### src/rtl/hier_pipe_chain.sv
// Elastic valid/ready chain of STAGES registers; stage k swaps and inverts bit pair k mod (WIDTH/2).
// Also reports registered occupancy and a wrapping count of output transfers.
module hier_pipe_chain #(
    parameter int WIDTH  = 15,
    parameter int STAGES = 4,
    parameter int CNT_W  = 8,
    localparam int OCC_W = $clog2(STAGES + 1)
) (
    input  logic             clk,
    input  logic             reset,
    input  logic             flush,
    input  logic             in_valid,
    input  logic [WIDTH-1:0] in_data,
    output logic             in_ready,
    output logic             out_valid,
    output logic [WIDTH-1:0] out_data,
    input  logic             out_ready,
    output logic [OCC_W-1:0] occupancy,
    output logic [CNT_W-1:0] xfer_count
);

    function automatic logic [WIDTH-1:0] f_xform(input int k, input logic [WIDTH-1:0] w);
        logic [WIDTH-1:0] res;
        int j;
        j = k % (WIDTH / 2);
        res = w;
        res[2*j]   = ~w[2*j+1];
        res[2*j+1] = ~w[2*j];
        return res;
    endfunction

    logic [STAGES-1:0] r_v;
    logic [WIDTH-1:0]  r_d [STAGES];
    logic [OCC_W-1:0]  r_occ;
    logic [CNT_W-1:0]  r_cnt;

    logic [STAGES:0]   w_rdy;
    logic [STAGES-1:0] w_up_v;
    logic [STAGES-1:0] w_load;
    logic [STAGES-1:0] w_v_next;
    logic [WIDTH-1:0]  w_in [STAGES];
    logic              w_xfer;

    // A stage is ready if it or any stage downstream of it has a free slot.
    always_comb begin : p_rdy
        logic acc;
        acc = out_ready;
        w_rdy = '0;
        w_rdy[STAGES] = out_ready;
        for (int k = STAGES - 1; k >= 0; k--) begin
            acc = acc | ~r_v[k];
            w_rdy[k] = acc;
        end
    end

    for (genvar k = 0; k < STAGES; k++) begin : g_stage
        if (k == 0) begin : g_head
            assign w_up_v[k] = in_valid & ~flush;
            assign w_in[k]   = in_data;
        end else begin : g_body
            assign w_up_v[k] = r_v[k-1];
            assign w_in[k]   = r_d[k-1];
        end
        assign w_load[k] = w_up_v[k] & w_rdy[k];
    end

    always_comb begin
        w_v_next = r_v;
        for (int k = 0; k < STAGES; k++) begin
            if (flush)
                w_v_next[k] = 1'b0;
            else if (w_load[k])
                w_v_next[k] = 1'b1;
            else if (w_rdy[k+1])
                w_v_next[k] = 1'b0;
        end
    end

    assign w_xfer = r_v[STAGES-1] & out_ready & ~flush;

    always_ff @(posedge clk) begin
        if (!reset) begin
            r_v   <= '0;
            r_occ <= '0;
            r_cnt <= '0;
        end else begin
            r_v   <= w_v_next;
            r_occ <= OCC_W'($countones(w_v_next));
            if (w_xfer)
                r_cnt <= r_cnt + 1'b1;
        end
    end

    // Data registers carry no reset; contents only matter while valid.
    always_ff @(posedge clk) begin
        for (int k = 0; k < STAGES; k++) begin
            if (w_load[k])
                r_d[k] <= f_xform(k, w_in[k]);
        end
    end

    assign in_ready   = w_rdy[0] & ~flush;
    assign out_valid  = r_v[STAGES-1];
    assign out_data   = r_d[STAGES-1];
    assign occupancy  = r_occ;
    assign xfer_count = r_cnt;

endmodule

### config.mk
export PLATFORM = sky130hd
export DESIGN_NAME = hier_pipe_chain
export DESIGN_NICKNAME = d
export VERILOG_FILES = /design/src/rtl/hier_pipe_chain.sv
export SDC_FILE = /design/constraint.sdc
export NUM_CORES = 1
export LEC_CHECK = 0
export ABC_AREA = 1
export CAP_MARGIN = 20
export CELL_PAD_IN_SITES_DETAIL_PLACEMENT = 2
export CELL_PAD_IN_SITES_GLOBAL_PLACEMENT = 2
export CORE_ASPECT_RATIO = 0.75
export CORE_MARGIN = 2
export CORE_UTILIZATION = 35
export CTS_CLUSTER_SIZE = 10
export DETAILED_ROUTE_END_ITERATION = 6
export HOLD_SLACK_MARGIN = 0.08
export PLACE_DENSITY = 0.76
export SLEW_MARGIN = 20
export SYNTH_ARGS = -nofsm -noshare
export SYNTH_HDL_FRONTEND = slang
export SYNTH_SLANG_ARGS = --single-unit
export TNS_END_PERCENT = 100
### constraint.sdc
create_clock -name clk -period 2.98 [get_ports clk]
set_clock_uncertainty 0.15 [all_clocks]
set_input_delay 0.298 -clock clk [delete_from_list [all_inputs] [get_ports clk]]
set_output_delay 0.298 -clock clk [all_outputs]
set_load 0.02 [all_outputs]
==> impl_summary.log <==
INFO  metric status = complete, no violations
INFO  metric synth_cell_types = 21
INFO  metric cp.arrival = between 2000 and 3000 ps
INFO  metric post_dr_wirelength_cell = 16.7 um
INFO  metric power.density_cell_area = between 600 and 700 mW/mm^2
INFO  metric die-area = 0.00816 mm^2
INFO  metric yosysTopAreaCellShare = just under 70%
INFO  metric post_detailed_route_count_of_antenna_violating_nets = 0
INFO  metric postPlaceCellArea = roughly 0.0032 mm^2
INFO  metric setup_slack = 505 ps
INFO  metric relative_area_change_from_synthesis_to_final_layout = 32.4%
INFO  metric grt_remaining_overflow = 0
INFO  metric routed-via-count = around 1500
INFO  metric clock_root_buffer = clkbuf_8
INFO  metric rsz0062_at_grt = false
INFO  metric fmax = roughly 0.40 GHz
INFO  metric start_util = a little over a third
INFO  metric start_kind = input port
INFO  metric mappedNetlistArea = between 0.002 and 0.003 mm^2
INFO  metric core = a little over 0.007 mm^2
INFO  metric ios = between 40 and 50
INFO  metric fraction_of_met2_tracks_used_by_global_routing = approximately 28%
INFO  metric cts_buffer_depth = 2
INFO  metric grt_antenna_before_repair = 0
INFO  metric worstSkewPairLatency = about 340 ps
INFO  metric criticalPathCategory = in2reg
INFO  metric cts_max_level = 3
INFO  metric synth_sequential_area_ratio = 80.7%
INFO  metric cts-buffers-inserted = 9
INFO  metric fin_crit = between 2000 and 2500 ps
INFO  metric final_design_area_no_fill = about 0.0034 mm^2
INFO  metric sum_of_negative_setup_slack = 0 ps
INFO  metric detail_route.iter0.violations = 35
INFO  metric filler_cell_count = around 700
INFO  metric layout-drive-gt1-share = a little under an eighth
INFO  metric cts_setup_buffers = 0
INFO  metric globalRoute.busiestLayer = met2
INFO  metric port-buffer-count = 47
INFO  metric max-slew-margin-rel = approximately 60%
INFO  metric antenna-diode-count = 0
INFO  metric synth_warnings = 0
INFO  metric cap_violations = 0
INFO  metric grt_use_met3 = under 10%
INFO  metric post-route-period-util = 83.0%
INFO  metric multiInputGateArea = 383 um^2
INFO  metric dp_worst_setup_slack = approximately 170 ps
INFO  metric chipHeight = between 70 and 80 um
INFO  metric pin_count_of_the_biggest_net_entering_global_routing = 16
INFO  metric fin_max_slew_vios = 0
INFO  metric cts.hold.buffers_added = 0
INFO  metric grt_first_pass_wirelength = a little under 9000 um
INFO  metric final_util = 47.5%
INFO  metric number_of_global_route_vias_before_repair = 1654
INFO  metric floorplan.die.width = between 100 and 150 um
INFO  metric critical_path.max_fanout = 5
INFO  metric seq_area = between 0.002 and 0.0025 mm^2
INFO  metric cts.repair.resized = 0
INFO  metric globalRouteMet1Util = approximately 17%
INFO  metric dp.final_hpwl = ~4300 um
INFO  metric required = about 3000 ps
INFO  metric power.ir.vdd_worst = about 0.31 mV
INFO  metric hold_path_class = reg2reg
INFO  metric clkSlewWorstSetupHoldPaths = 80 ps
INFO  metric synth_largest_area_cell = edfxtp_1
INFO  metric finish.net_count = ~270
INFO  metric cts_tree = yes
INFO  metric worst-slew-pin-transition = approximately 590 ps
INFO  metric postSynthRegisterBits = 75
INFO  metric hold_viol = 0
INFO  metric post_synth_inst_count = 181
INFO  metric post_synth.cell_area_avg = about 14 um^2
INFO  metric post-route-drc-count = 0
INFO  metric yosys-top-cells-area = edfxtp_1, dfxtp_1, inv_1
INFO  metric grt_usage = about 15%
INFO  metric timing.final.setup_violations = 0
INFO  metric cts.sinks = 75
INFO  metric drt_first_pass_iters = 4
INFO  metric pleak = ~0.0013 uW
INFO  metric worstSetupEndpointType = register
INFO  metric num_rows = 27
INFO  metric post_drt_via_cell_ratio = roughly 4.3
INFO  metric postSynthNetCount = between 200 and 250
INFO  metric routed_wirelength = ~5800 um
INFO  metric finalWeightedCongestion = roughly 0.69
[power by group]
group | internal [uW] | switching (uW) | leakage, uW
logic | 32.6 | 32.1 | 0.000506
clock network | 477 | 387 | 0.000102
registers | 1150 | 7.86 | 0.000670
total | 1660 | 427 | 0.00128
[critical path, stage by stage]
cell and delay (ps):
clkdlybuf4s50_1 540, nor2_4 240, nand4_1 170, nand2_1 120
nand2_1 80, inv_1 80, fa_1 410, ha_1 220
ha_1 270, nand2_1 80, inv_1 50
[state kept, by name, indices dropped and copies added, names as in the netlist]
register    count
xfer_count      8
r_d            60
r_v             4
occupancy       3
[Yosys cell counts (all sizes together)]
library cell   n
a21oi          2
ha             3
nor3           2
nor2          23
o21bai         1
dfxtp         15
fa             1
and2           2
buf            1
nand2         27
nand3          9
nand4          1
o21ai          2
edfxtp        60
inv           32
[cells by family (layout without fill, tap and decap cells)]
kind of cell	count (synthesis)	in the layout	synth area share (%)
flip-flops	75	75	80.7
AO/OA/AOI/OAI	5	5	1.20
AND/OR/NAND/NOR	64	64	11.1
buffers and inverters	33	98	4.80
adder cells (fa/ha/maj)	4	4	2.21
[per-stage QoR]
stage | instances | hold slack [ps] | power [uW]
2_1_floorplan | 181 | 227 | 1200
3_3_place_gp | 331 | 253 | 1240
3_5_place_dp | 331 | 257 | 1240
4_1_cts | 347 | 278 | 2120
5_1_grt | 347 | 289 | 2150
6_report | 347 | 276 | 2080
[routing by layer]
| metal | part of all wire, % | vias up |
|---|---|---|
| li1 | - | 716 |
| met1 | 42 | 739 |
| met2 | 52 | 38 |
| met3 | 3.4 | 9 |
| met4 | 1.8 | 0 |
| met5 | 0 | - |
[layout by cell type, fill, tap and decap left out, types with 3 or more instances in the layout]
cell / n
inv_1: 31
clkdlybuf4s50_1: 47
dfxtp_1: 15
ha_1: 3
clkbuf_8: 9
buf_4: 3
nand3_1: 8
clkinvlp_4: 3
nand2_1: 25
nor2_1: 20
edfxtp_1: 60
[path summary, 6_finish.rpt]
kind / start / endpoint / slack [ps] / cells after the start
worst min register to register: r_d[2][10] / r_d[3][10] / 280 / 0
worst max-delay path: out_ready / occupancy[1] / 510 / 11
worst min-delay path: r_d[2][10] / r_d[3][10] / 280 / 0
worst max register to register: r_v[3] / occupancy[1] / 560 / 11
[layout make-up]
type / count / area share, %
flip-flops and latches: 75 / 61.0
repair buffers: 50 / 14.3
clock buffers: 9 / 3.59
multi-input cells: 73 / 11.1
inverters: 32 / 3.48
clock inverters: 7 / 2.90
well taps: 101 / 3.66
Note: power is estimated with default switching activity, not from simulation.
